File: src/rtl/fp_mult_pkg.sv
// -----------------------------------------------------------------------------
// fp_mult_pkg
// Shared definitions for the pipelined floating-point multiplier:
//   - rounding-mode encodings (RND_TRUNC / RND_RNE)
//   - helpers deriving word width and exponent bias from the field widths
// Word format: {sign, exponent[EXP_W-1:0], mantissa[MAN_W-1:0]}.
// -----------------------------------------------------------------------------
package fp_mult_pkg;

    typedef enum logic {
        RND_TRUNC = 1'b0,
        RND_RNE   = 1'b1
    } rnd_mode_e;

    // Total word width: sign + exponent + stored mantissa.
    function automatic int unsigned fp_width(input int unsigned exp_w,
                                             input int unsigned man_w);
        return 32'd1 + exp_w + man_w;
    endfunction

    // Exponent bias: 2^(EXP_W-1) - 1.
    function automatic int unsigned fp_bias(input int unsigned exp_w);
        return (32'd1 << (exp_w - 32'd1)) - 32'd1;
    endfunction

endpackage

File: src/rtl/fp_norm_round.sv
// -----------------------------------------------------------------------------
// fp_norm_round
// Combinational final stage of the multiplier: normalises the raw mantissa
// product, rounds (truncate or round-to-nearest-even), range-checks the
// exponent and packs the result word with overflow / underflow flags.
// Ports:
//   sign_i  - result sign
//   zero_i  - one of the operands was zero
//   exp_i   - signed Xe + Ye - BIAS (EXP_W+2 bits)
//   prod_i  - full 2*(MAN_W+1)-bit product of {1,mantissa} operands
//   rnd_i   - rounding mode (RND_TRUNC / RND_RNE)
//   z_o     - packed result
//   ovf_o   - exponent overflow, result saturated
//   unf_o   - exponent underflow, result flushed to zero
// -----------------------------------------------------------------------------
module fp_norm_round
    import fp_mult_pkg::*;
#(
    parameter  int unsigned EXP_W = 4,
    parameter  int unsigned MAN_W = 7,
    localparam int unsigned W     = fp_width(EXP_W, MAN_W),
    localparam int unsigned EW    = EXP_W + 2,
    localparam int unsigned PW    = 2 * (MAN_W + 1)
) (
    input  logic                 sign_i,
    input  logic                 zero_i,
    input  logic signed [EW-1:0] exp_i,
    input  logic        [PW-1:0] prod_i,
    input  logic                 rnd_i,
    output logic        [W-1:0]  z_o,
    output logic                 ovf_o,
    output logic                 unf_o
);

    localparam logic signed [EW-1:0] E_MAX = EW'((32'd1 << EXP_W) - 32'd1);
    localparam logic signed [EW-1:0] E_MIN = EW'(1);

    logic                 norm;
    logic [MAN_W-1:0]     man_t;
    logic                 guard;
    logic                 sticky;
    logic                 inc;
    logic [MAN_W:0]       man_r;
    logic                 carry;
    logic [MAN_W-1:0]     man_out;
    logic signed [EW-1:0] e_fin;

    always_comb begin
        // Product of two values in [1,2) lies in [1,4); the MSB says which.
        norm = prod_i[PW-1];
        if (norm) begin
            man_t  = prod_i[PW-2 -: MAN_W];
            guard  = prod_i[MAN_W];
            sticky = |prod_i[MAN_W-1:0];
        end else begin
            man_t  = prod_i[PW-3 -: MAN_W];
            guard  = prod_i[MAN_W-1];
            sticky = |prod_i[MAN_W-2:0];
        end

        inc     = (rnd_i == RND_RNE) && guard && (sticky || man_t[0]);
        man_r   = {1'b0, man_t} + (MAN_W+1)'(inc);
        carry   = man_r[MAN_W];
        man_out = carry ? '0 : man_r[MAN_W-1:0];
        e_fin   = exp_i + EW'(norm) + EW'(carry);

        ovf_o = 1'b0;
        unf_o = 1'b0;
        if (zero_i) begin
            z_o = {sign_i, {(W-1){1'b0}}};
        end else if (e_fin > E_MAX) begin
            z_o   = {sign_i, {(W-1){1'b1}}};
            ovf_o = 1'b1;
        end else if (e_fin < E_MIN) begin
            z_o   = {sign_i, {(W-1){1'b0}}};
            unf_o = 1'b1;
        end else begin
            z_o = {sign_i, e_fin[EXP_W-1:0], man_out};
        end
    end

endmodule

File: src/rtl/fp_mult_pipe.sv
// -----------------------------------------------------------------------------
// fp_mult_pipe
// Three-stage pipelined floating-point multiplier with valid/ready handshake
// on both sides. No subnormals, Inf or NaN: exponent 0 means zero.
//   S1: unpack, sign, biased exponent sum, zero detect
//   S2: full-width mantissa product
//   S3: normalise / round / pack (fp_norm_round), registered on the output
// Ports:
//   clk, rst_n        - clock (rising edge), asynchronous active-low reset
//   in_valid/in_ready - operand handshake; in_ready = !out_valid || out_ready
//   X, Y, rnd_mode    - operands and rounding mode (0 trunc, 1 RNE)
//   out_valid/out_ready - result handshake
//   Z, ovf, unf       - result word and range flags
// -----------------------------------------------------------------------------
module fp_mult_pipe
    import fp_mult_pkg::*;
#(
    parameter  int unsigned EXP_W = 4,
    parameter  int unsigned MAN_W = 7,
    localparam int unsigned W     = fp_width(EXP_W, MAN_W),
    localparam int unsigned BIAS  = fp_bias(EXP_W)
) (
    input  logic         clk,
    input  logic         rst_n,
    input  logic         in_valid,
    output logic         in_ready,
    input  logic [W-1:0] X,
    input  logic [W-1:0] Y,
    input  logic         rnd_mode,
    output logic         out_valid,
    input  logic         out_ready,
    output logic [W-1:0] Z,
    output logic         ovf,
    output logic         unf
);

    localparam int unsigned EW = EXP_W + 2;
    localparam int unsigned MW = MAN_W + 1;
    localparam int unsigned PW = 2 * MW;

    logic en;

    // S1
    logic                 s1_zero_d;
    logic signed [EW-1:0] s1_exp_d;
    logic                 s1_valid_q;
    logic                 s1_sign_q;
    logic                 s1_zero_q;
    logic signed [EW-1:0] s1_exp_q;
    logic [MW-1:0]        s1_mx_q;
    logic [MW-1:0]        s1_my_q;
    logic                 s1_rnd_q;

    // S2
    logic [PW-1:0]        s2_prod_d;
    logic                 s2_valid_q;
    logic                 s2_sign_q;
    logic                 s2_zero_q;
    logic signed [EW-1:0] s2_exp_q;
    logic [PW-1:0]        s2_prod_q;
    logic                 s2_rnd_q;

    // S3 / output
    logic [W-1:0]         s3_z;
    logic                 s3_ovf;
    logic                 s3_unf;
    logic                 out_valid_q;
    logic [W-1:0]         z_q;
    logic                 ovf_q;
    logic                 unf_q;

    // The whole pipe moves together; a stalled output freezes every stage.
    assign en       = !out_valid_q || out_ready;
    assign in_ready = en;

    always_comb begin
        s1_zero_d = (X[W-2 -: EXP_W] == '0) || (Y[W-2 -: EXP_W] == '0);
        s1_exp_d  = EW'(X[W-2 -: EXP_W]) + EW'(Y[W-2 -: EXP_W]) - EW'(BIAS);
        s2_prod_d = PW'(s1_mx_q) * PW'(s1_my_q);
    end

    always_ff @(posedge clk or negedge rst_n) begin
        if (!rst_n) begin
            s1_valid_q  <= 1'b0;
            s2_valid_q  <= 1'b0;
            out_valid_q <= 1'b0;
            z_q         <= '0;
            ovf_q       <= 1'b0;
            unf_q       <= 1'b0;
        end else if (en) begin
            s1_valid_q  <= in_valid;
            s2_valid_q  <= s1_valid_q;
            out_valid_q <= s2_valid_q;
            if (s2_valid_q) begin
                z_q   <= s3_z;
                ovf_q <= s3_ovf;
                unf_q <= s3_unf;
            end
        end
    end

    always_ff @(posedge clk) begin
        if (en) begin
            if (in_valid) begin
                s1_sign_q <= X[W-1] ^ Y[W-1];
                s1_zero_q <= s1_zero_d;
                s1_exp_q  <= s1_exp_d;
                s1_mx_q   <= {1'b1, X[MAN_W-1:0]};
                s1_my_q   <= {1'b1, Y[MAN_W-1:0]};
                s1_rnd_q  <= rnd_mode;
            end
            if (s1_valid_q) begin
                s2_sign_q <= s1_sign_q;
                s2_zero_q <= s1_zero_q;
                s2_exp_q  <= s1_exp_q;
                s2_prod_q <= s2_prod_d;
                s2_rnd_q  <= s1_rnd_q;
            end
        end
    end

    fp_norm_round #(
        .EXP_W (EXP_W),
        .MAN_W (MAN_W)
    ) u_norm_round (
        .sign_i (s2_sign_q),
        .zero_i (s2_zero_q),
        .exp_i  (s2_exp_q),
        .prod_i (s2_prod_q),
        .rnd_i  (s2_rnd_q),
        .z_o    (s3_z),
        .ovf_o  (s3_ovf),
        .unf_o  (s3_unf)
    );

    assign out_valid = out_valid_q;
    assign Z         = z_q;
    assign ovf       = ovf_q;
    assign unf       = unf_q;

endmodule

File: config.mk
export PLATFORM = sky130hd
export DESIGN_NAME = fp_mult_pipe
export DESIGN_NICKNAME = d
export VERILOG_FILES = /design/src/rtl/fp_mult_pkg.sv /design/src/rtl/fp_norm_round.sv /design/src/rtl/fp_mult_pipe.sv
export SDC_FILE = /design/constraint.sdc
export NUM_CORES = 1
export LEC_CHECK = 0
export ABC_AREA = 1
export BUFFER_PORTS_ARGS = -buffer_cell sky130_fd_sc_hd__buf_2
export CORE_UTILIZATION = 60
export DETAILED_ROUTE_END_ITERATION = 8
export GPL_TIMING_DRIVEN = 0
export MAX_ROUTING_LAYER = met4
export PLACE_DENSITY_LB_ADDON = 0.05
export SETUP_SLACK_MARGIN = 0.3
export SLEW_MARGIN = 0
export SYNTH_ARGS = -nofsm -noshare
export SYNTH_HDL_FRONTEND = slang
export SYNTH_SLANG_ARGS = --single-unit
export TNS_END_PERCENT = 20
File: constraint.sdc
create_clock -name clk -period 6.05 [get_ports clk]
set_input_delay 1.815 -clock clk [delete_from_list [all_inputs] [get_ports clk]]
set_output_delay 1.815 -clock clk [all_outputs]
set_load 0.005 [all_outputs]
* Word level (Yosys, flattened, before mapping)
Cells that the tools add are included.
** Word-level totals
- Bits in registers :: 65
- Input port bits :: 29
- Output and inout bits :: 16
- Word-level logic and storage cells :: 51
** Operators by class
- Add/sub/neg operators :: 5
- Multiply operators :: 1
- Magnitude comparators :: 2
- Multiplexer cells :: 12
- Bitwise operators :: 1
- Reduce and logical (&&, ||, !) cells :: 13
** Operators with widths (number)
- two-way mux 11 bit :: 3
- multiplier 8 x 8 -> 16 bit :: 1
- two-way mux 7 bit :: 2
- adder 6 x 1 -> 6 bit :: 2
- adder 7 x 1 -> 8 bit :: 1
- logical NOT 4 bit :: 2
- two-way mux 1 bit :: 7
- OR reduction 7 bit :: 1
- greater-than comparator 6 x 5 -> 1 bit, second input constant :: 1
- < comparator 6 x 2 -> 1 bit, second input constant :: 1
- AND reduction 2 bit :: 3
- OR reduction 6 bit :: 1
- subtractor 5 x 3 -> 6 bit, second input constant :: 1
- adder 4 x 4 -> 5 bit :: 1
- logical OR 1 bit :: 3
- logical AND 1 bit :: 2
- logical NOT 1 bit :: 1
- bitwise XOR 1 bit :: 1

* Logic depth before layout (Yosys ltp)
Gate-level depths: netlist of the first run.
- Word-level depth :: 10
- Depth in mapped cells :: 20
- Gate-level depth less buffers :: 19

* Cells and area by module
From an unflattened synthesis of the first run, not the netlist that was laid out.
** Unflattened totals
- Cell total of the unflattened synthesis :: 604
- Area, all modules :: 5277.6 um2
** By module, submodules not included
- fp_mult_pipe :: instances 1, cells each 478, area an instance 4655.7 um2, sequential area each 1866.8 um2
- fp_norm_round :: instances 1, cells each 126, area an instance 621.8 um2, sequential area each 0.0 um2

* Worst setup path before layout of the first run
Ideal clock, no wire load.
- Path type :: reg2reg
- From :: reg s1_mx_q[1]
- To :: reg s2_prod_q[12] (data pin)
- Library setup time :: 252 ps
- Arrival time :: 3875 ps
- Required time :: 5798 ps
- Setup slack :: 1923 ps
- Stages on the path, launching flop included :: 21
- Path buffers :: 1
- Clock period less this slack :: 4127 ps
- Cells stage by stage :: edfxtp_1 clkbuf_1 nand2_1 inv_1 fa_1 inv_1 fa_1 inv_1 fa_1 inv_1 fa_1 inv_1 ha_1 nand2_1 inv_1 o21ai_0 nand3_1 a21oi_1 inv_1 nand2_1 nand2_1
** On the way
- Longest elaborated chain between the ends :: 1
** Ends and longest elaborated chain
- start: declaration :: RTL line fp_mult_pipe.sv:50 : logic [MW-1:0] s1_mx_q;
- start signal: assignment :: RTL line fp_mult_pipe.sv:108 : s1_mx_q <= {1'b1, X[MAN_W-1:0]};
- multiplier 8 x 8 -> 16 bit :: RTL line fp_mult_pipe.sv:79 : s2_prod_d = PW'(s1_mx_q) * PW'(s1_my_q);
- net s2_prod_d[12] :: RTL line fp_mult_pipe.sv:55 : logic [PW-1:0] s2_prod_d;
- end signal: assignment :: RTL line fp_mult_pipe.sv:116 : s2_prod_q <= s2_prod_d;
- end: declaration :: RTL line fp_mult_pipe.sv:60 : logic [PW-1:0] s2_prod_q;
The timed path passes the listed nets, and every way through them passes these cells.
A chain may end at the register's enable or synchronous reset.

* Final worst setup path of the first run
- From :: reg s1_mx_q[2]
- To :: reg s2_prod_q[12] (data pin)
Same word-level chain as after synthesis.

==> results.py, run 1 <==
metrics = {
    "setup_path": {
        "crit_path_start_kind": "register",
        "path_class": "reg2reg",
        "worstPathMaxFanout": 8,
        "critPathArrivalTime_ns": 4.53,
        "crit_required_ns": 6.14,
        "endpoint_kind": "register",
    },
    "synthesis": {
        "yosys.cell_types.count": 30,
        "yosys-top-cells-area": "edfxtp_1 29%, fa_1 15%, ha_1 11%",
        "yosysTopAreaCell": "edfxtp_1",
        "syn-num-nets": 669,
        "yosysTopAreaCellShare": 0.2907,
        "postSynthCellCount": 558,
        "ys_ff_latch": 65,
        "synthMuxAreaShare": 0,
        "syn_area_sq_mm": 0.004959,
        "yosysWarnings": 0,
        "synth_seq_area_share": 0.3765,
        "synth_simple_gate_area_frac": 0.1731,
        "synth_fa_ha_area_frac": 0.2644,
        "synth_compound_area_frac": 0.03987,
        "synth_top_family_by_area": "adder cells",
        "synth_xor_area_frac": 0.03003,
        "syn_area_per_cell_sq_um": 8.886,
    },
    "drt": {
        "via_per_inst": 4.829,
        "drc": 0,
        "drt_iter0_markers": 130,
        "wl_mm": 8.444,
        "ant_nets": 0,
        "first_pass_iters": 4,
        "drt-wirelength-per-cell_um": 11.71,
        "vias": 3482,
    },
    "power_and_ir_drop": {
        "leakagePower_nw": 3.133,
        "powerDensity_mw_per_mm2": 476.5,
        "p_total_mw": 2.651,
        "ir_drop_uv": 205.8,
    },
    "floorplanning": {
        "dieArea_sq_mm": 0.008631,
        "dieHeight_um": 92.91,
        "core_sq_mm": 0.007848,
        "num_rows": 32,
        "fp.dieW_um": 92.91,
        "ios": 45,
        "initial_utilization": 0.6319,
    },
    "sta": {
        "fin_ws_ns": 1.616,
        "whs_ns": 0.4195,
        "fin_crit_ns": 4.434,
        "tns_ns": 0,
        "setup_violations": 0,
        "finClkSkew_ns": 0.01522,
        "worst_slew_pin_slew_ns": 0.8573,
        "max_freq_mhz": 225.5,
        "final_max_slew_viol_count": 0,
        "rsz0062_at_grt": "false",
        "hold_viol_final": 0,
        "finalCritPeriodShare": 0.7329,
        "slew_headroom": 0.4278,
    },
    "grt": {
        "antenna_found_initial": 0,
        "overflow": 0,
        "grt_max_degree": 24,
        "grt_pass1_vias": 3410,
        "grt_pass1_wl_mm": 14.77,
        "grtUsageTotal": 0.2283,
    },
    "cts": {
        "clk_pin_slew_ns": 0.08,
        "cts.repair.resized": 0,
        "postCtsSetupBuffers": 0,
        "numCtsBuffers": 9,
        "holdBufCountCts": 0,
        "clockBufferDepth": 2,
        "cts_max_level": 3,
        "clockRootBuffer": "clkbuf_8",
        "cts_tree": "done",
        "cts_sinks": 65,
        "clock_latency_ns": 0.34,
    },
    "final_layout": {
        "insertedDiodeCount": 0,
        "layout.nets": 725,
        "final_util": 0.7089,
        "drive_above_1_share": 0.1179,
        "area_delta_synth_final_pct": 12.19,
        "layout_common_cells": "143 x nand2_1, 143 x inv_1, 48 x edfxtp_1, 45 x buf_2, 44 x ha_1",
    },
    "outcome": {
        "status": "finished clean",
    },
    "placement": {
        "place_ws_ns": 1.607,
        "hpwl_mm": 6.814,
        "io_buffers": 44,
        "gp_congestion": 0.8524,
    },
    "run": {
        "drv_cap": 0,
    },
    "min_path": {
        "hp-class": "reg2reg",
    },
}
## flip-flops by register name (all words and copies together), names as in the netlist
signal      flops
s1_rnd_q        1
s2_rnd_q        1
Z              12
s2_prod_q      16
out_valid       1
unf             1
s1_my_q         7
ovf             1
s2_zero_q       1
s1_exp_q        6
s2_sign_q       1
s1_zero_q       1
s1_mx_q         7
s2_valid_q      1
s1_sign_q       1
s2_exp_q        6
s1_valid_q      1
## power by group
part | total (mW) | leakage, nW | internal (mW) | switching, mW
Clock | 0.453 | 0.117 | 0.276 | 0.177
Sequential | 0.770 | 0.677 | 0.691 | 0.0790
Combinational | 1.43 | 2.34 | 0.568 | 0.860
Total | 2.65 | 3.13 | 1.54 | 1.12
## Yosys cell counts (all sizes together)
library cell	number
a22o	1
fa	38
o21bai	1
inv	145
nor3	3
clkbuf	4
o41ai	1
xor2	14
a21oi	19
nand3	20
dfrtp	17
buf	2
xnor2	3
nand4	6
a21o	1
nand2	146
o21a	1
o21ai	10
ha	44
nor2	32
edfxtp	48
a31oi	2
## final timing paths
check / startpoint / endpoint / slack [ns] / depth (start not counted)
max in group asynchronous: rst_n / Z[6]$_DFFE_PN0P_ / 4.38 / 1
min reg2reg: s1_exp_q[3]$_DFFE_PP_ / s2_exp_q[3]$_DFFE_PP_ / 0.42 / 0
max: s1_mx_q[2]$_DFFE_PP_ / s2_prod_q[12]$_DFFE_PP_ / 1.62 / 18
max reg2reg: s1_mx_q[2]$_DFFE_PP_ / s2_prod_q[12]$_DFFE_PP_ / 1.62 / 18
min in group asynchronous: rst_n / Z[4]$_DFFE_PN0P_ / 1.38 / 1
min: s1_exp_q[3]$_DFFE_PP_ / s2_exp_q[3]$_DFFE_PP_ / 0.42 / 0
## worst max-delay path, stage by stage, from the launching register on
cell and delay (ns):
edfxtp_1 0.34, clkbuf_1 0.34, inv_1 0.14, fa_1 0.56, inv_1 0.06, fa_1 0.50, fa_1 0.54, inv_1 0.06
fa_1 0.53, inv_1 0.04, ha_1 0.35, nand2_1 0.11, inv_1 0.04, o21ai_0 0.06, nand3_1 0.17, a21oi_1 0.20
inv_1 0.06, nand2_1 0.05, nand2_1 0.04
## per-stage QoR
stage | instance area, sq um | cells
after floorplan | 4959 | 558
after global placement | 5306 | 704
after detailed placement | 5320 | 705
after CTS | 5563 | 721
after global routing | 5563 | 721
final | 5563 | 721
## layout make-up
class,instances,area [sq um]
Fill cell,642,2285
Timing Repair Buffer,45,231.5
Tap cell,102,127.6
Inverter,145,544.3
Sequential cell,65,1867
Clock buffer,10,127.6
Buffer,6,31.28
Clock inverter,6,115.1
Multi-Input combinational cell,342,2519
## cell families after synthesis
group | count (synthesis)
AOI/OAI and AO/OA | 36
xor gates and xnor gates | 17
adders and majority gates | 82
buffers and inverters | 151
DFF | 65
and+or+nand+nor | 207
## per-layer routing
metal | wire [um] | vias up | track usage | part of all wire
met5 | 0 | - | - | 0
met4 | 81 | 0 | 0.06795 | 0.0096
met3 | 283 | 8 | 0.04351 | 0.034
met2 | 4151 | 61 | 0.3971 | 0.49
met1 | 3928 | 1592 | 0.2693 | 0.47
li1 | - | 1821 | - | -
(Power assumes the default switching activity.)
==> inputs of run 2 (changes only) <==
--- a/config.mk
+++ b/config.mk
@@ -5,7 +5,7 @@
 export SDC_FILE = /design/constraint.sdc
 export NUM_CORES = 1
 export LEC_CHECK = 0
-export ABC_AREA = 1
+export ABC_AREA = 0
 export BUFFER_PORTS_ARGS = -buffer_cell sky130_fd_sc_hd__buf_2
 export CORE_UTILIZATION = 60
 export DETAILED_ROUTE_END_ITERATION = 8
==> constraint.sdc (replaced) <==
create_clock -name clk -period 4.31 [get_ports clk]
set_input_delay 1.293 -clock clk [delete_from_list [all_inputs] [get_ports clk]]
set_output_delay 1.293 -clock clk [all_outputs]
set_load 0.005 [all_outputs]
==> results.py, run 2 <==
metrics = {
    "outcome": {
        "status": "finished clean",
    },
    "drt": {
        "vias": 3147,
        "first_pass_iters": 4,
        "ant_nets": 0,
        "via_per_inst": 5.263,
        "drc": 0,
        "drt-wirelength-per-cell_um": 14.25,
        "drt_iter0_markers": 99,
        "wl_mm": 8.519,
    },
    "floorplanning": {
        "num_rows": 31,
        "dieHeight_um": 90.70,
        "fp.dieW_um": 90.70,
        "core_sq_mm": 0.007447,
        "dieArea_sq_mm": 0.008226,
        "initial_utilization": 0.6339,
        "ios": 45,
    },
    "placement": {
        "gp_congestion": 0.8279,
        "io_buffers": 44,
        "hpwl_mm": 6.300,
    },
    "synthesis": {
        "syn_area_sq_mm": 0.004721,
        "synth_flop_cell": "edfxtp_1",
        "syn_area_per_cell_sq_um": 11.49,
        "yosys.cell_types.count": 46,
        "yosys-top-cells-count": "71 x inv_1, 48 x edfxtp_1, 44 x ha_1",
        "postSynthCellCount": 411,
        "yosysTopAreaCellShare": 0.3053,
        "yosysTopAreaCell": "edfxtp_1",
        "synth_edf_count": 48,
        "post-synth-top-count-cell": "inv_1",
        "yosysWarnings": 0,
        "syn-num-nets": 522,
        "async_reset_ff_frac": 0.2615,
        "ys_ff_latch": 65,
        "synth_seq_area_share": 0.3954,
        "yosys-top-cells-area": "edfxtp_1 31%, fa_1 16%, ha_1 12%",
    },
    "final_layout": {
        "insertedDiodeCount": 0,
        "final_common_cell": "inv_1",
        "layout.nets": 605,
        "largest_reg_flops": 16,
        "layout_common_cells": "67 x inv_1, 48 x edfxtp_1, 47 x buf_2, 39 x ha_1, 36 x fa_1",
        "area_delta_synth_final_pct": 19.45,
        "drive_above_1_share": 0.2645,
        "regMostFlops": "s2_prod_q",
    },
    "sta": {
        "finClkSkew_ns": 0.01205,
        "hold_viol_final": 0,
        "tns_ns": 0,
        "setup_violations": 0,
        "whs_ns": 0.4191,
        "slew_headroom": 0.2677,
        "rsz0062_at_grt": "true",
        "max_freq_mhz": 238.9,
        "fin_crit_ns": 4.185,
        "finalCritPeriodShare": 0.9711,
        "final_max_slew_viol_count": 0,
        "worst_slew_pin_slew_ns": 1.098,
    },
    "cts": {
        "clock_latency_ns": 0.36,
        "cts_max_level": 3,
        "clk_pin_slew_ns": 0.08,
        "cts_tree": "done",
        "cts_sinks": 65,
        "numCtsBuffers": 9,
        "clockRootBuffer": "clkbuf_8",
        "clockBufferDepth": 2,
    },
    "setup_path": {
        "crit_required_ns": 4.41,
        "critPathArrivalTime_ns": 4.29,
        "worstPathMaxFanout": 4,
        "rrSetupSlack_ns": 0.12,
        "path_class": "reg2reg",
        "r2r-end": "s2_prod_q[13]$_DFFE_PP_",
        "reg2reg_depth": 15,
        "r2r_start": "s1_my_q[2]$_DFFE_PP_",
        "crit_path_start_kind": "register",
        "endpoint_kind": "register",
    },
    "min_path": {
        "hp-start": "s1_exp_q[3]$_DFFE_PP_",
        "min_to": "s2_exp_q[3]$_DFFE_PP_",
        "hp-class": "reg2reg",
        "hold_depth": 0,
    },
    "power_and_ir_drop": {
        "ir_drop_uv": 290.8,
        "powerDensity_mw_per_mm2": 660.0,
        "leakagePower_nw": 2.622,
    },
    "grt": {
        "grt_pass1_vias": 3218,
        "grtUsageTotal": 0.2373,
        "grt_max_degree": 26,
        "overflow": 0,
        "grt_pass1_wl_mm": 14.61,
        "antenna_found_initial": 0,
    },
    "run": {
        "drv_cap": 0,
    },
}
==> run 2: cell type report <==
type | count | area [sq um]
Inverter | 71 | 266.5
Fill cell | 521 | 1808
Buffer | 5 | 26.28
Clock buffer | 10 | 127.6
Multi-Input combinational cell | 270 | 2708
Clock inverter | 6 | 90.09
Timing Repair Buffer | 72 | 430.4
Sequential cell | 65 | 1867
Tap cell | 99 | 123.9
==> run 2: worst max-delay path by stage <==
stage | cells past startpoint | slack [ns] | from | end
2_1_floorplan | 16 | 0.30 | s1_mx_q[5]$_DFFE_PP_ | s2_prod_q[14]$_DFFE_PP_
3_3_place_gp | 16 | 0.08 | s1_mx_q[5]$_DFFE_PP_ | s2_prod_q[14]$_DFFE_PP_
3_5_place_dp | 14 | -0.006 | s1_my_q[4]$_DFFE_PP_ | s2_prod_q[14]$_DFFE_PP_
4_1_cts | 14 | 0.19 | s1_my_q[3]$_DFFE_PP_ | s2_prod_q[14]$_DFFE_PP_
5_1_grt | 16 | 0.02 | s1_my_q[4]$_DFFE_PP_ | s2_prod_q[14]$_DFFE_PP_
6_report | 15 | 0.12 | s1_my_q[2]$_DFFE_PP_ | s2_prod_q[13]$_DFFE_PP_
==> run 2: critical path, stage by stage, from the launching register on <==
cell	delay, ns
edfxtp_1	0.47
buf_4	0.18
and2_1	0.16
fa_2	0.35
fa_1	0.54
inv_1	0.06
fa_1	0.48
fa_1	0.55
inv_1	0.06
ha_4	0.28
nor2_2	0.04
a21oi_2	0.14
a31oi_2	0.13
o21a_1	0.23
o21ai_1	0.17
xnor2_1	0.09
==> run 2: logic make-up after synthesis <==
| family | share of synthesized area |
|---|---|
| fa+ha+maj | 0.2778 |
| simple gates | 0.1129 |
| buf+inv | 0.06202 |
| compound gates | 0.09092 |
| xor+xnor | 0.04055 |
| flops | 0.3954 |
| mux | 0.02041 |
==> run 2: where the power goes <==
part	leakage [nW]	internal (mW)	switching, mW
clock	0.109	0.329	0.251
sequential	0.675	0.941	0.119
combinational	1.84	1.02	1.07
==> run 2: timing repair <==
action / in CTS / in global routing
gates resized for setup: 10 / 4
buffers inserted: 21 / 7
setup endpoints to repair: 6 / 8
pin swaps: 8 / 5
hold buffers: 0 / 0
==> run 2: metal layers <==
| layer | wire (um) | track usage | up-vias |
|---|---|---|---|
| met3 | 289 | 0.02862 | 12 |
| met1 | 3989 | 0.2993 | 1515 |
| met4 | 142 | 0.08871 | 0 |
| li1 | - | - | 1555 |
| met5 | 0 | - | - |
| met2 | 4097 | 0.3946 | 65 |
==> run 2: metrics by stage <==
step / instances / power, mW / instance area [sq um] / utilization / setup WS, ns
2_1_floorplan: 411 / 2.498 / 4810 / - / 0.2982
3_3_place_gp: 554 / 2.836 / 5154 / 0.6920 / 0.08474
3_5_place_dp: 554 / 2.894 / 5154 / 0.6920 / -0.006263
4_1_cts: 591 / 3.670 / 5577 / 0.7488 / 0.1883
5_1_grt: 598 / 4.027 / 5639 / 0.7572 / 0.01668
6_report: 598 / 3.722 / 5639 / 0.7572 / 0.1246
